===== src/rtl/ptp_parser_arb_if.sv =====
// Packet stream bundle carried from a TSU tap to the parser arbiter.
// Signals: data/valid/sop/eop/mod driven by the source, ready by the sink.
interface ptp_parser_arb_if;
    logic [31:0] data;
    logic        valid;
    logic        sop;
    logic        eop;
    logic [1:0]  mod;
    logic        ready;

    modport master (
        output data, valid, sop, eop, mod,
        input  ready
    );

    modport slave (
        input  data, valid, sop, eop, mod,
        output ready
    );
endinterface


===== src/rtl/ptp_parser_arb.sv =====
// Packet-granular round-robin arbiter sharing one ptp_parser between two
// 32-bit streams; forwards whole packets on int_* and routes results back.
// Ports: clk, rst (async, active-high); src0/src1 stream slaves; int_* to
// parser; ptp_found/ptp_infor from parser; found/infor per source; busy;
// drop_cnt (saturating count of discarded non-sop beats while idle).
// Option: define ARB_TIMEOUT_EN to abort a granted packet after TIMEOUT
// consecutive idle cycles with a forced eop beat and suppressed result.
module ptp_parser_arb #(
    parameter int TIMEOUT = 64,
    parameter int DROP_W  = 16
) (
    input  logic              clk,
    input  logic              rst,
    ptp_parser_arb_if.slave   src0,
    ptp_parser_arb_if.slave   src1,
    output logic [31:0]       int_data,
    output logic              int_valid,
    output logic              int_sop,
    output logic              int_eop,
    output logic [1:0]        int_mod,
    input  logic              ptp_found,
    input  logic [19:0]       ptp_infor,
    output logic              found0,
    output logic [19:0]       infor0,
    output logic              found1,
    output logic [19:0]       infor1,
    output logic              busy,
    output logic [DROP_W-1:0] drop_cnt
);

    typedef enum logic [1:0] {IDLE, GNT0, GNT1} state_t;

    state_t            state_q, state_d;
    logic              last_q, last_d;
    logic [31:0]       int_data_q, int_data_d;
    logic              int_valid_q, int_valid_d;
    logic              int_sop_q, int_sop_d;
    logic              int_eop_q, int_eop_d;
    logic [1:0]        int_mod_q, int_mod_d;
    logic [2:0]        tag_eop_q, tag_eop_d;
    logic [2:0]        tag_src_q, tag_src_d;
    logic [2:0]        tag_abt_q, tag_abt_d;
    logic              found0_q, found0_d;
    logic              found1_q, found1_d;
    logic [19:0]       infor0_q, infor0_d;
    logic [19:0]       infor1_q, infor1_d;
    logic [DROP_W-1:0] drop_q, drop_d;
    logic [DROP_W:0]   drop_sum;
    logic [1:0]        drop_inc;
    logic              new_eop, new_src, new_abt;
    logic              rdy0, rdy1, req0, req1, hit;
    logic              sel;
    logic [31:0]       s_data;
    logic              s_valid, s_sop, s_eop;
    logic [1:0]        s_mod;

`ifdef ARB_TIMEOUT_EN
    localparam int TO_W = $clog2(TIMEOUT + 1);
    logic [TO_W-1:0] to_cnt_q, to_cnt_d;
`endif

    // Beat of whichever source currently owns the grant.
    assign sel     = (state_q == GNT1);
    assign s_data  = sel ? src1.data  : src0.data;
    assign s_valid = sel ? src1.valid : src0.valid;
    assign s_sop   = sel ? src1.sop   : src0.sop;
    assign s_eop   = sel ? src1.eop   : src0.eop;
    assign s_mod   = sel ? src1.mod   : src0.mod;
    assign req0    = src0.valid && src0.sop;
    assign req1    = src1.valid && src1.sop;

    always_comb begin
        state_d     = state_q;
        last_d      = last_q;
        rdy0        = 1'b0;
        rdy1        = 1'b0;
        int_data_d  = '0;
        int_valid_d = 1'b0;
        int_sop_d   = 1'b0;
        int_eop_d   = 1'b0;
        int_mod_d   = '0;
        new_eop     = 1'b0;
        new_src     = 1'b0;
        new_abt     = 1'b0;
`ifdef ARB_TIMEOUT_EN
        to_cnt_d    = '0;
`endif
        unique case (state_q)
            IDLE: begin
                // sop beats wait for the grant; stray beats are eaten.
                rdy0 = src0.valid && !src0.sop;
                rdy1 = src1.valid && !src1.sop;
                if (req0 && req1) begin
                    state_d = last_q ? GNT0 : GNT1;
                    last_d  = !last_q;
                end else if (req0) begin
                    state_d = GNT0;
                end else if (req1) begin
                    state_d = GNT1;
                end
            end
            GNT0, GNT1: begin
                rdy0 = !sel;
                rdy1 = sel;
                if (s_valid) begin
                    int_data_d  = s_data;
                    int_valid_d = 1'b1;
                    int_sop_d   = s_sop;
                    int_eop_d   = s_eop;
                    int_mod_d   = s_mod;
                    if (s_eop) begin
                        state_d = IDLE;
                        new_eop = 1'b1;
                        new_src = sel;
                    end
                end
`ifdef ARB_TIMEOUT_EN
                if (s_valid) begin
                    to_cnt_d = '0;
                end else if (to_cnt_q == TO_W'(TIMEOUT - 1)) begin
                    // Close the packet at the parser, result is discarded.
                    int_valid_d = 1'b1;
                    int_eop_d   = 1'b1;
                    new_eop     = 1'b1;
                    new_src     = sel;
                    new_abt     = 1'b1;
                    state_d     = IDLE;
                end else begin
                    to_cnt_d = to_cnt_q + 1'b1;
                end
`endif
            end
            default: state_d = IDLE;
        endcase

        drop_inc = 2'd0;
        if (state_q == IDLE) begin
            drop_inc = {1'b0, rdy0} + {1'b0, rdy1};
        end
        drop_sum = {1'b0, drop_q}
                 + {{(DROP_W - 1){1'b0}}, drop_inc};
        drop_d   = drop_sum[DROP_W] ? '1
                                    : drop_sum[DROP_W-1:0];

        tag_eop_d = {tag_eop_q[1:0], new_eop};
        tag_src_d = {tag_src_q[1:0], new_src};
        tag_abt_d = {tag_abt_q[1:0], new_abt};

        // Oldest tag lines up with the parser's result cycle.
        hit      = ptp_found && tag_eop_q[2] && !tag_abt_q[2];
        found0_d = hit && !tag_src_q[2];
        found1_d = hit && tag_src_q[2];
        infor0_d = found0_d ? ptp_infor : '0;
        infor1_d = found1_d ? ptp_infor : '0;
    end

    always_ff @(posedge clk or posedge rst) begin
        if (rst) begin
            state_q     <= IDLE;
            last_q      <= 1'b1;
            int_data_q  <= '0;
            int_valid_q <= 1'b0;
            int_sop_q   <= 1'b0;
            int_eop_q   <= 1'b0;
            int_mod_q   <= '0;
            tag_eop_q   <= '0;
            tag_src_q   <= '0;
            tag_abt_q   <= '0;
            found0_q    <= 1'b0;
            found1_q    <= 1'b0;
            infor0_q    <= '0;
            infor1_q    <= '0;
            drop_q      <= '0;
`ifdef ARB_TIMEOUT_EN
            to_cnt_q    <= '0;
`endif
        end else begin
            state_q     <= state_d;
            last_q      <= last_d;
            int_data_q  <= int_data_d;
            int_valid_q <= int_valid_d;
            int_sop_q   <= int_sop_d;
            int_eop_q   <= int_eop_d;
            int_mod_q   <= int_mod_d;
            tag_eop_q   <= tag_eop_d;
            tag_src_q   <= tag_src_d;
            tag_abt_q   <= tag_abt_d;
            found0_q    <= found0_d;
            found1_q    <= found1_d;
            infor0_q    <= infor0_d;
            infor1_q    <= infor1_d;
            drop_q      <= drop_d;
`ifdef ARB_TIMEOUT_EN
            to_cnt_q    <= to_cnt_d;
`endif
        end
    end

    // Ready is combinational; hold it low while reset is applied.
    assign src0.ready = rdy0 && !rst;
    assign src1.ready = rdy1 && !rst;
    assign int_data   = int_data_q;
    assign int_valid  = int_valid_q;
    assign int_sop    = int_sop_q;
    assign int_eop    = int_eop_q;
    assign int_mod    = int_mod_q;
    assign found0     = found0_q;
    assign found1     = found1_q;
    assign infor0     = infor0_q;
    assign infor1     = infor1_q;
    assign busy       = (state_q != IDLE);
    assign drop_cnt   = drop_q;

endmodule


===== src/flat_wrapper.sv =====
// flat-port wrapper written by rule: the top's interface ports become plain ports
module ptp_parser_arb_flat 
#(
    parameter int TIMEOUT = 64,
    parameter int DROP_W  = 16
)
  (clk, rst, int_data, int_valid, int_sop, int_eop, int_mod, ptp_found, ptp_infor, found0, infor0, found1, infor1, busy, drop_cnt, src0_data, src0_valid, src0_sop, src0_eop, src0_mod, src0_ready, src1_data, src1_valid, src1_sop, src1_eop, src1_mod, src1_ready);
  ptp_parser_arb_if src0_i ();
  ptp_parser_arb_if src1_i ();
  input  logic clk;
  input  logic rst;
  output logic [31:0] int_data;
  output logic int_valid;
  output logic int_sop;
  output logic int_eop;
  output logic [1:0] int_mod;
  input  logic ptp_found;
  input  logic [19:0] ptp_infor;
  output logic found0;
  output logic [19:0] infor0;
  output logic found1;
  output logic [19:0] infor1;
  output logic busy;
  output logic [DROP_W-1:0] drop_cnt;
  input wire logic [$bits(src0_i.data)-1:0] src0_data;
  input wire logic [$bits(src0_i.valid)-1:0] src0_valid;
  input wire logic [$bits(src0_i.sop)-1:0] src0_sop;
  input wire logic [$bits(src0_i.eop)-1:0] src0_eop;
  input wire logic [$bits(src0_i.mod)-1:0] src0_mod;
  output wire logic [$bits(src0_i.ready)-1:0] src0_ready;
  input wire logic [$bits(src1_i.data)-1:0] src1_data;
  input wire logic [$bits(src1_i.valid)-1:0] src1_valid;
  input wire logic [$bits(src1_i.sop)-1:0] src1_sop;
  input wire logic [$bits(src1_i.eop)-1:0] src1_eop;
  input wire logic [$bits(src1_i.mod)-1:0] src1_mod;
  output wire logic [$bits(src1_i.ready)-1:0] src1_ready;
  assign src0_i.data = src0_data;
  assign src0_i.valid = src0_valid;
  assign src0_i.sop = src0_sop;
  assign src0_i.eop = src0_eop;
  assign src0_i.mod = src0_mod;
  assign src0_ready = src0_i.ready;
  assign src1_i.data = src1_data;
  assign src1_i.valid = src1_valid;
  assign src1_i.sop = src1_sop;
  assign src1_i.eop = src1_eop;
  assign src1_i.mod = src1_mod;
  assign src1_ready = src1_i.ready;
  ptp_parser_arb #(.TIMEOUT(TIMEOUT), .DROP_W(DROP_W)) u_core (.clk(clk), .rst(rst), .src0(src0_i), .src1(src1_i), .int_data(int_data), .int_valid(int_valid), .int_sop(int_sop), .int_eop(int_eop), .int_mod(int_mod), .ptp_found(ptp_found), .ptp_infor(ptp_infor), .found0(found0), .infor0(infor0), .found1(found1), .infor1(infor1), .busy(busy), .drop_cnt(drop_cnt));
endmodule

===== config.mk =====
export PLATFORM = sky130hd
export DESIGN_NAME = ptp_parser_arb_flat
export DESIGN_NICKNAME = d
export VERILOG_FILES = /design/src/rtl/ptp_parser_arb_if.sv /design/src/rtl/ptp_parser_arb.sv /design/src/flat_wrapper.sv
export SDC_FILE = /design/constraint.sdc
export NUM_CORES = 1
export LEC_CHECK = 0
export BUFFER_PORTS_ARGS = -buffer_cell sky130_fd_sc_hd__clkbuf_2
export CAP_MARGIN = 30
export CORE_ASPECT_RATIO = 1.1
export CORE_MARGIN = 2
export CORE_UTILIZATION = 49
export DETAILED_ROUTE_END_ITERATION = 12
export PLACE_DENSITY = 0.86
export SLEW_MARGIN = 20
export SYNTH_ARGS = -nofsm -noshare
export SYNTH_HDL_FRONTEND = slang
export SYNTH_SLANG_ARGS = --single-unit

===== constraint.sdc =====
create_clock -name clk -period 5.7 [get_ports clk]
set_input_delay 0.285 -clock clk [delete_from_list [all_inputs] [get_ports clk]]
set_output_delay 0.285 -clock clk [all_outputs]
set_load 0.05 [all_outputs]

# == Word-level counts from Yosys, hierarchy flattened ==
# Cells that the tools add are included.
# op_classes
eq_ne,5
magnitude_cmp,0
add_sub_neg,2
muxes,34
multipliers,0
n_reduce_logical,21
n_bitwise,0
shift,0
n_div,0
# op_table
cell,count
$mux 32,3
$mux 20,2
$mux 2,10
$add 16x2->17,1
$mux 16,1
$mux 1,15
$logic_and 1x1->1,10
$logic_not 1->1,6
$ne 2x1->1 const B,2
$ne 4x1->1 const B,1
$pmux 1 s2,2
$pmux 2 s2,1
$reduce_and 3->1,1
$add 1x1->2,1
$eq 2x1->1 const B,1
$eq 2x2->1 const B,1
$logic_not 2->1,1
$reduce_and 2->1,1
$reduce_bool 2->1,1
$reduce_or 2->1,1
# word_totals
latchBits,0
mem_bits_rw,0
n_memories,0
inputBits,97
out_inout_bits,98
register_bits,104
rom_bits,0
wordCells,76

# == Longest topological paths before layout ==
# Gate-level depths: netlist of the first run.
# logic_depth
word_depth,7
ltp_mapped,14
depth_no_buf,12

# == Worst setup path after synthesis of the first run ==
# No wires, ideal clock.
# synth_timing
kind,input to output
startpoint,input rst
endpoint,output src0_ready
t_arrival_ns,3.084
cell_stages,2
required_time_ns,5.415
path_slack_ns,2.331
path_buffers,0
path_cell_list,inv_1 and2_1
# synth_via
elab_chain_cells,2
# synth_lines
item,line_no,text
start: declaration,flat_wrapper.sv:11,input logic rst;
$logic_not 1->1 (no line),-,
$logic_and 1x1->1,ptp_parser_arb.sv:200,assign src0.ready = rdy0 && !rst;
end: declaration,flat_wrapper.sv:30,output wire logic [$bits(src0_i.ready)-1:0] src0_ready;
# Every way passes these cells.

# == Worst setup path in the final report of the first run ==
# layout_timing
startpoint,register u_core.state_q[0]
endpoint,"register u_core.drop_q[0], in the netlist u_core.drop_cnt[0]"
# layout_via
elab_chain_cells,7
word_cells_on_any_way,11
classes_between,2 x add/sub; 2 x eq/ne; 4 x mux; 3 x reduce/logical
# layout_lines
item,line_no,text
start: declaration,ptp_parser_arb.sv:33,"state_t state_q, state_d;"
start signal: assignment,ptp_parser_arb.sv:178,state_q <= state_d;
$eq 2x1->1 / $eq 2x2->1 (equally long branches),"ptp_parser_arb.sv:88, ptp_parser_arb.sv:63",
$reduce_or 2->1 / $logic_not 1->1 (equally long branches),"ptp_parser_arb.sv:88, ptp_parser_arb.sv:103",
$pmux 1 s2,ptp_parser_arb.sv:88,unique case (state_q)
$add 1x1->2,ptp_parser_arb.sv:138,"drop_inc = {1'b0, rdy0} + {1'b0, rdy1};"
$mux 2 *,ptp_parser_arb.sv:137,if (state_q == IDLE) begin
$add 16x2->17 *,ptp_parser_arb.sv:141,"+ {{(DROP_W - 1){1'b0}}, drop_inc};"
$mux 16 *,ptp_parser_arb.sv:142,drop_d = drop_sum[DROP_W] ? '1
via u_core.drop_d[0],ptp_parser_arb.sv:47,"logic [DROP_W-1:0] drop_q, drop_d;"
end signal: assignment,ptp_parser_arb.sv:192,drop_q <= drop_d;
end: declaration,ptp_parser_arb.sv:47,
# The timed path passes the listed nets; every way through them passes the cells marked *.
# A chain may end at the register's enable or synchronous reset.

==> run_summary.xml, run 1 <==
<?xml version="1.0" encoding="UTF-8"?>
<metrics>
  <group name="drt">
    <metric name="detail_route.drc_violations" unit="">0</metric>
    <metric name="detailedRoute.firstIterationViolations" unit="">101</metric>
    <metric name="via_density_per_instance" unit="">4.84</metric>
    <metric name="dr_total_vias" unit="">3075</metric>
    <metric name="avgRoutedWirePerCell" unit="µm">13.6</metric>
    <metric name="antenna_left" unit="">0</metric>
    <metric name="drt_wl_total" unit="µm">8640</metric>
    <metric name="dr.pass1.iters" unit="">4</metric>
  </group>
  <group name="worst_setup_path">
    <metric name="startpoint_type" unit="">flop</metric>
    <metric name="ff2ff_setup_slack" unit="ps">2230</metric>
    <metric name="source_of_the_worst_register_to_register_timing_path" unit="">u_core.state_q[0]$_DFFE_PP0P_</metric>
    <metric name="critical_path_arrival" unit="ps">3770</metric>
    <metric name="worst-path-max-fanout" unit="">13</metric>
    <metric name="cp_data_required_time" unit="ps">6000</metric>
    <metric name="cp-end-kind" unit="">flop</metric>
    <metric name="reg2reg_to" unit="">u_core.drop_cnt[0]$_DFF_PP0_</metric>
    <metric name="worst_path_class_setup" unit="">flop to flop</metric>
    <metric name="r2r_cells" unit="">12</metric>
  </group>
  <group name="yosys">
    <metric name="async_flop_share" unit="%">100</metric>
    <metric name="syn_area_per_cell" unit="µm²">12.3</metric>
    <metric name="synth.most_common_cell" unit="">dfrtp_1</metric>
    <metric name="synth.net_count" unit="">429</metric>
    <metric name="syn-cell-area" unit="µm²">4010</metric>
    <metric name="part_of_the_yosys_area_used_for_sequential_elements" unit="%">64.3</metric>
    <metric name="postSynthRegisterBits" unit="">103</metric>
    <metric name="postSynthCellCount" unit="">326</metric>
    <metric name="yosys.cell_types.count" unit="">42</metric>
    <metric name="post_synth_most_frequent_cells" unit="">102 x dfrtp_1, 44 x and2_1, 42 x nor2_1</metric>
    <metric name="yosysWarnings" unit="">0</metric>
    <metric name="synth_top_cells_by_area" unit="">dfrtp_1 64%, mux2i_1 8.7%, and2_1 6.9%</metric>
    <metric name="postSynth.topFlopCell" unit="">dfrtp_1</metric>
    <metric name="number_of_flops_mapped_to_enable_cells_by_yosys" unit="">0</metric>
    <metric name="post-synth-top-area-cell" unit="">dfrtp_1</metric>
    <metric name="synth.top_cell.area_share" unit="%">63.7</metric>
  </group>
  <group name="die">
    <metric name="floorplan.io_pins" unit="">195</metric>
    <metric name="die_x" unit="µm">90.2</metric>
    <metric name="fp.dieArea" unit="µm²">8920</metric>
    <metric name="std_cell_rows" unit="">34</metric>
    <metric name="core_area" unit="µm²">7910</metric>
    <metric name="initial_utilization" unit="%">50.6</metric>
    <metric name="fp.dieH" unit="µm">98.9</metric>
  </group>
  <group name="sta">
    <metric name="post-route-min-period" unit="ps">3470</metric>
    <metric name="worst_clock_skew" unit="ps">13.0</metric>
    <metric name="hold_viol_final" unit="">0</metric>
    <metric name="report.final.slew_viol_count" unit="">0</metric>
    <metric name="max_freq" unit="MHz">289</metric>
    <metric name="worst_slew_pin_slew" unit="ps">707</metric>
    <metric name="setup-violations-final" unit="">0</metric>
    <metric name="worst_hold_slack" unit="ps">21.2</metric>
    <metric name="rsz0062_at_grt" unit="">no</metric>
    <metric name="timing.setup.tns" unit="ps">0</metric>
    <metric name="layout_worst_path_cycle_share" unit="%">60.8</metric>
    <metric name="max_slew_margin" unit="%">52.9</metric>
  </group>
  <group name="status">
    <metric name="status" unit="">finished clean</metric>
  </group>
  <group name="layout">
    <metric name="flow.area_growth_from_synthesis" unit="%">32.1</metric>
    <metric name="antenna_cells" unit="">0</metric>
    <metric name="final_layout_size_suffix_gt1_share" unit="%">42.3</metric>
    <metric name="number_of_fillers_in_the_final_layout" unit="">620</metric>
    <metric name="finish.net_count" unit="">625</metric>
  </group>
  <group name="global_route">
    <metric name="antenna_found_initial" unit="">0</metric>
    <metric name="grt_start_max_net_pins" unit="">60</metric>
    <metric name="grt_pass1_vias" unit="">3050</metric>
    <metric name="globalRouteOverflowTotal" unit="">0</metric>
    <metric name="grt_first_pass_wirelength" unit="µm">14000</metric>
    <metric name="track_usage" unit="%">19.7</metric>
  </group>
  <group name="clock_network">
    <metric name="cts_repair_resize_count" unit="">0</metric>
    <metric name="ctsLongestPathBuffers" unit="">2</metric>
    <metric name="total_number_of_clock_tree_sinks" unit="">103</metric>
    <metric name="cts_root_buffer" unit="">clkbuf_8</metric>
    <metric name="cts_post_setup_buffers_inserted" unit="">0</metric>
    <metric name="inserted_clock_buffers" unit="">9</metric>
    <metric name="ctsHtreeMaxLevel" unit="">3</metric>
    <metric name="tritoncts" unit="">yes</metric>
    <metric name="clk_latency" unit="ps">360</metric>
    <metric name="clk_pin_slew_worst_paths" unit="ps">110</metric>
    <metric name="post_cts_hold_buffer_count" unit="">0</metric>
  </group>
  <group name="flow_run">
    <metric name="timing.max_cap.violations" unit="">0</metric>
  </group>
  <group name="pwr">
    <metric name="power_leakage" unit="nW">2.95</metric>
    <metric name="max-vdd-ir-drop" unit="µV">211</metric>
    <metric name="power_per_cell_area" unit="nW/µm²">440</metric>
  </group>
  <group name="place">
    <metric name="globalplace.congestion" unit="">0.790</metric>
    <metric name="placement.io_buffers" unit="">194</metric>
    <metric name="dp.final_hpwl" unit="µm">6660</metric>
  </group>
  <group name="min_path">
    <metric name="hold_path_class" unit="">primary input to async pin</metric>
  </group>
</metrics>
[worst max-delay path, stage by stage (launching register included)]
cell,delay (ps)
dfrtp_1,400
inv_1,100
ha_1,310
nand4b_1,130
o21ai_0,130
ha_1,300
and2_1,130
ha_1,170
inv_1,60
fa_1,450
or4_4,610
or3_4,460
or2b_1,180
[cells by family (layout without fill, tap and decap cells)]
group | count (synthesis) | count (layout) | synth area share, %
AOI/OAI and AO/OA | 22 | 22 | 3.65
muxes | 36 | 36 | 9.02
buffers and inverters | 23 | 224 | 2.34
DFF | 103 | 103 | 64.3
and+or+nand+nor | 127 | 127 | 16.6
adders and majority gates | 6 | 6 | 2.06
xor gates and xnor gates | 9 | 9 | 1.97
[layer usage]
metal	vias to the layer above	share of wire [%]	GRT usage, %
li1	1464	-	-
met2	132	53	34.9
met4	0	1.8	7.93
met1	1464	39	23.1
met3	15	6.6	4.97
met5	-	0	0
[final cells by class]
type / instances / area [µm²] / share of cell area, %
Clock inverter: 7 / 61.3 / 1.16
Clock buffer: 9 / 124 / 2.34
Timing Repair Buffer: 198 / 1010 / 19.1
Tap cell: 108 / 135 / 2.55
Inverter: 10 / 40.0 / 0.756
Sequential cell: 103 / 2580 / 48.7
Multi-Input combinational cell: 200 / 1340 / 25.3
[metrics by stage]
stage	setup WS, ps	instances	utilization [%]	area (µm²)	total power, W
finish	2230	635	66.9	5290	0.00233
global route	2030	635	66.9	5290	0.00246
CTS	2240	635	66.9	5290	0.00236
detailed placement	2250	619	64.6	5110	0.00193
global placement	2380	617	64.2	5080	0.00189
floorplan	2330	326	-	4010	0.00166
[placed cells by master, fill, tap and decap left out, types with 4 or more instances in the layout]
cell type  netlist  layout
clkbuf_8         0       9
clkbuf_2         0     194
mux2i_1         35      35
nor2_1          42      42
dfrtp_1        102     102
a21oi_1          5       5
ha_1             5       4
xnor2_1          7       7
o21ai_0          4       4
nand2_1         18      18
and2_1          44      44
inv_1           10       9
nand3_1          4       4
[how the worst max path moves through the flow]
stage	start	to	slack [ps]
after floorplan	rst	src0_ready	2330
after global placement	u_core.state_q[0]$_DFFE_PP0P_	u_core.drop_cnt[0]$_DFF_PP0_	2380
after detailed placement	u_core.state_q[0]$_DFFE_PP0P_	u_core.drop_cnt[0]$_DFF_PP0_	2250
after CTS	u_core.state_q[0]$_DFFE_PP0P_	u_core.drop_cnt[0]$_DFF_PP0_	2240
after global routing	u_core.state_q[0]$_DFFE_PP0P_	u_core.drop_cnt[0]$_DFF_PP0_	2030
final	u_core.state_q[0]$_DFFE_PP0P_	u_core.drop_cnt[0]$_DFF_PP0_	2230
[state kept, by name, summed over array words and instances, names as in the netlist]
signal / cells
u_core.int_sop: 1
u_core.tag_eop_q: 3
u_core.int_valid: 1
u_core.tag_src_q: 3
u_core.int_mod: 2
u_core.infor0: 20
u_core.last_q: 1
u_core.found0: 1
u_core.state_q: 2
u_core.drop_cnt: 16
u_core.infor1: 20
u_core.int_data: 32
u_core.found1: 1
[power by group]
| part | switching, W | internal (W) | total, W |
|---|---|---|---|
| logic | 0.000716 | 0.000275 | 0.000991 |
| clock network | 0.000261 | 0.000168 | 0.000429 |
| registers | 0.0000595 | 0.000851 | 0.000910 |
No activity file was read; power rests on OpenSTA's default activity.
==> run 2, diff against run 1 <==
- CORE_UTILIZATION: 49 -> 46
- PLACE_DENSITY: 0.86 -> 0.82
- clock period: 5.7 -> 3.4 ns (I/O delays scaled with it)
==> run 2 against run 1 <==
Against the previous run: design area rose by 1.3%; sequential power rose by 68%; first-iteration DRC count fell by 31%; die area rose by 6.2%; highest routed layer unchanged; critical endpoint unchanged; non-clock buffer count rose by 5.
==> run_summary.xml, run 2 (synthesis results as in run 1) <==
<?xml version="1.0" encoding="UTF-8"?>
<metrics>
  <group name="drt">
    <metric name="dr_total_vias" unit="">3074</metric>
    <metric name="avgRoutedWirePerCell" unit="µm">14.1</metric>
    <metric name="detailedRoute.firstIterationViolations" unit="">70</metric>
    <metric name="drt_wl_total" unit="µm">9050</metric>
    <metric name="antenna_left" unit="">0</metric>
    <metric name="via_density_per_instance" unit="">4.78</metric>
    <metric name="dr.pass1.iters" unit="">4</metric>
    <metric name="detail_route.drc_violations" unit="">0</metric>
  </group>
  <group name="layout">
    <metric name="number_of_fillers_in_the_final_layout" unit="">693</metric>
    <metric name="final_layout_size_suffix_gt1_share" unit="%">42.5</metric>
    <metric name="mostFrequentLayoutCell" unit="">clkbuf_2</metric>
    <metric name="flow.area_growth_from_synthesis" unit="%">33.8</metric>
    <metric name="largest_register_ffs" unit="">32</metric>
    <metric name="antenna_cells" unit="">0</metric>
    <metric name="multi_input_comb_area" unit="µm²">1350</metric>
    <metric name="finish.net_count" unit="">630</metric>
    <metric name="most-common-layout-cells" unit="">194 x clkbuf_2, 102 x dfrtp_1, 44 x and2_1</metric>
    <metric name="regArea" unit="µm²">2580</metric>
    <metric name="final_area" unit="µm²">5360</metric>
  </group>
  <group name="clock_network">
    <metric name="cts_post_setup_buffers_inserted" unit="">0</metric>
    <metric name="cts_root_buffer" unit="">clkbuf_8</metric>
    <metric name="clk_latency" unit="ps">350</metric>
    <metric name="inserted_clock_buffers" unit="">9</metric>
    <metric name="clk_pin_slew_worst_paths" unit="ps">100</metric>
    <metric name="total_number_of_clock_tree_sinks" unit="">103</metric>
    <metric name="ctsLongestPathBuffers" unit="">2</metric>
    <metric name="ctsHtreeMaxLevel" unit="">3</metric>
    <metric name="tritoncts" unit="">yes</metric>
  </group>
  <group name="worst_setup_path">
    <metric name="worst-path-max-fanout" unit="">13</metric>
    <metric name="crit_buf_inv" unit="">2</metric>
    <metric name="cp_data_required_time" unit="ps">3690</metric>
    <metric name="timing.critical_path.from" unit="">u_core.state_q[0]$_DFFE_PP0P_</metric>
    <metric name="startpoint_type" unit="">flop</metric>
    <metric name="cp_slowest_cell" unit="">or4_4</metric>
    <metric name="crit_chain" unit="">inv_1, ha_4, a32o_1, ha_1, and2_1, ha_1, inv_1, fa_1, or4_4, or3_4, or2b_1</metric>
    <metric name="worst_path_dominant_cell_family" unit="">simple AND/OR/NAND/NOR gates</metric>
    <metric name="critical_path_arrival" unit="ps">3510</metric>
    <metric name="critPathMaxStageDelay" unit="ps">590</metric>
    <metric name="source_of_the_worst_register_to_register_timing_path" unit="">u_core.state_q[0]$_DFFE_PP0P_</metric>
    <metric name="worst_path_class_setup" unit="">flop to flop</metric>
    <metric name="cp-end-kind" unit="">flop</metric>
  </group>
  <group name="min_path">
    <metric name="hold_path_class" unit="">primary input to flop</metric>
    <metric name="worst_hold_startpoint" unit="">ptp_infor[6]</metric>
  </group>
  <group name="pwr">
    <metric name="power_per_cell_area" unit="nW/µm²">743</metric>
    <metric name="fin_total_pwr" unit="W">0.00398</metric>
    <metric name="netSwitchingFraction" unit="%">43.4</metric>
    <metric name="power_leakage" unit="nW">2.97</metric>
    <metric name="pwr-share-clk" unit="%">19.2</metric>
    <metric name="combinationalPowerShare" unit="%">42.4</metric>
    <metric name="intPower" unit="W">0.00226</metric>
    <metric name="pwr-share-seq" unit="%">38.4</metric>
    <metric name="netSwitchingPower" unit="W">0.00173</metric>
    <metric name="max-vdd-ir-drop" unit="µV">413</metric>
  </group>
  <group name="sta">
    <metric name="layout_worst_path_cycle_share" unit="%">94.6</metric>
    <metric name="worst_slew_pin_slew" unit="ps">714</metric>
    <metric name="report.final.slew_viol_count" unit="">0</metric>
    <metric name="hold_viol_final" unit="">0</metric>
    <metric name="timing.setup.tns" unit="ps">0</metric>
    <metric name="max_slew_margin" unit="%">52.4</metric>
    <metric name="post-route-min-period" unit="ps">3220</metric>
    <metric name="max_freq" unit="MHz">311</metric>
    <metric name="rsz0062_at_grt" unit="">no</metric>
    <metric name="setup-violations-final" unit="">0</metric>
    <metric name="worst_clock_skew" unit="ps">14.1</metric>
  </group>
  <group name="global_route">
    <metric name="grt_pass1_vias" unit="">3029</metric>
    <metric name="antenna_found_initial" unit="">0</metric>
    <metric name="track_usage" unit="%">19.1</metric>
    <metric name="grt_start_max_net_pins" unit="">59</metric>
    <metric name="globalRouteOverflowTotal" unit="">0</metric>
    <metric name="grt_first_pass_wirelength" unit="µm">14100</metric>
  </group>
  <group name="place">
    <metric name="placement.io_buffers" unit="">194</metric>
    <metric name="dpl-instance-area" unit="µm²">5120</metric>
    <metric name="globalplace.congestion" unit="">0.785</metric>
    <metric name="dp.final_hpwl" unit="µm">6950</metric>
  </group>
  <group name="die">
    <metric name="core_area" unit="µm²">8410</metric>
    <metric name="std_cell_rows" unit="">35</metric>
    <metric name="fp.dieArea" unit="µm²">9480</metric>
    <metric name="fp.dieH" unit="µm">102</metric>
    <metric name="initial_utilization" unit="%">47.7</metric>
    <metric name="floorplan.io_pins" unit="">195</metric>
    <metric name="die_x" unit="µm">93.0</metric>
  </group>
  <group name="flow_run">
    <metric name="timing.max_cap.violations" unit="">0</metric>
  </group>
  <group name="status">
    <metric name="status" unit="">finished clean</metric>
  </group>
</metrics>
run 2: cell types whose count changed in the layout (fill, tap and decap cells not counted), sizes merged:
cell | previous run | this run
inv | 14 | 13
buf | 4 | 6
dlygate4sd3 | 0 | 3
bufinv | 0 | 1
run 2: worst register-to-register path: stages, from the launching register on:
cell and delay [ps]:
dfrtp_1 410, inv_1 120, ha_4 200, a32o_1 270, ha_1 270, and2_1 120
ha_1 150, inv_1 50, fa_1 380, or4_4 590, or3_4 430, or2b_1 180
run 2: final cells by class:
type | count | area share, %
flip-flops and latches | 103 | 48.1
multi-input cells | 200 | 25.2
repair buffers | 203 | 19.6
well taps | 111 | 2.59
clock buffers | 9 | 2.31
clock inverters | 7 | 1.45
inverters | 10 | 0.747
run 2: worst paths after layout:
check | depth (start not counted) | slack [ps] | to
worst min register to register | 0 | 350 | u_core.tag_eop_q[2]$_DFF_PP0_
min in group asynchronous | 3 | 410 | u_core.infor0[4]$_DFF_PP0_
worst min-delay path | 2 | 30 | u_core.infor0[6]$_DFF_PP0_
worst max register to register | 11 | 180 | u_core.drop_cnt[0]$_DFF_PP0_
max in group asynchronous | 4 | 1860 | u_core.tag_src_q[2]$_DFF_PP0_
worst max-delay path | 11 | 180 | u_core.drop_cnt[0]$_DFF_PP0_
run 2: power groups by stage:
stage          clock, W  sequential (W)  combinational (W)
6_report       0.000764         0.00153            0.00169
2_1_floorplan         0         0.00215           0.000634
3_3_place_gp          0         0.00154            0.00164
5_1_grt        0.000851         0.00155            0.00182
3_5_place_dp          0         0.00156            0.00169
4_1_cts        0.000786         0.00153            0.00169
run 2: per-stage QoR:
stage	hold slack [ps]	util, %	setup WS (ps)	cells
after floorplan	299	-	143	326
after global placement	254	60.7	186	623
after detailed placement	261	60.9	93.8	624
after CTS	16.1	63.4	68.5	641
after global routing	9.63	63.8	7.67	643
final	29.1	63.8	183	643
run 2: timing repair:
action / in CTS / in global routing
endpoints found under the setup margin: 0 / 13
hold buffers: 1 / 2
endpoints found under the hold margin: 45 / 2
resized for setup: 0 / 2
run 2: layer usage:
metal / GRT usage (%) / wire, µm
met1: 23.9 / 3600
met2: 33.0 / 4760
met3: 5.38 / 628
met4: 5.43 / 63
met5: 0 / 0
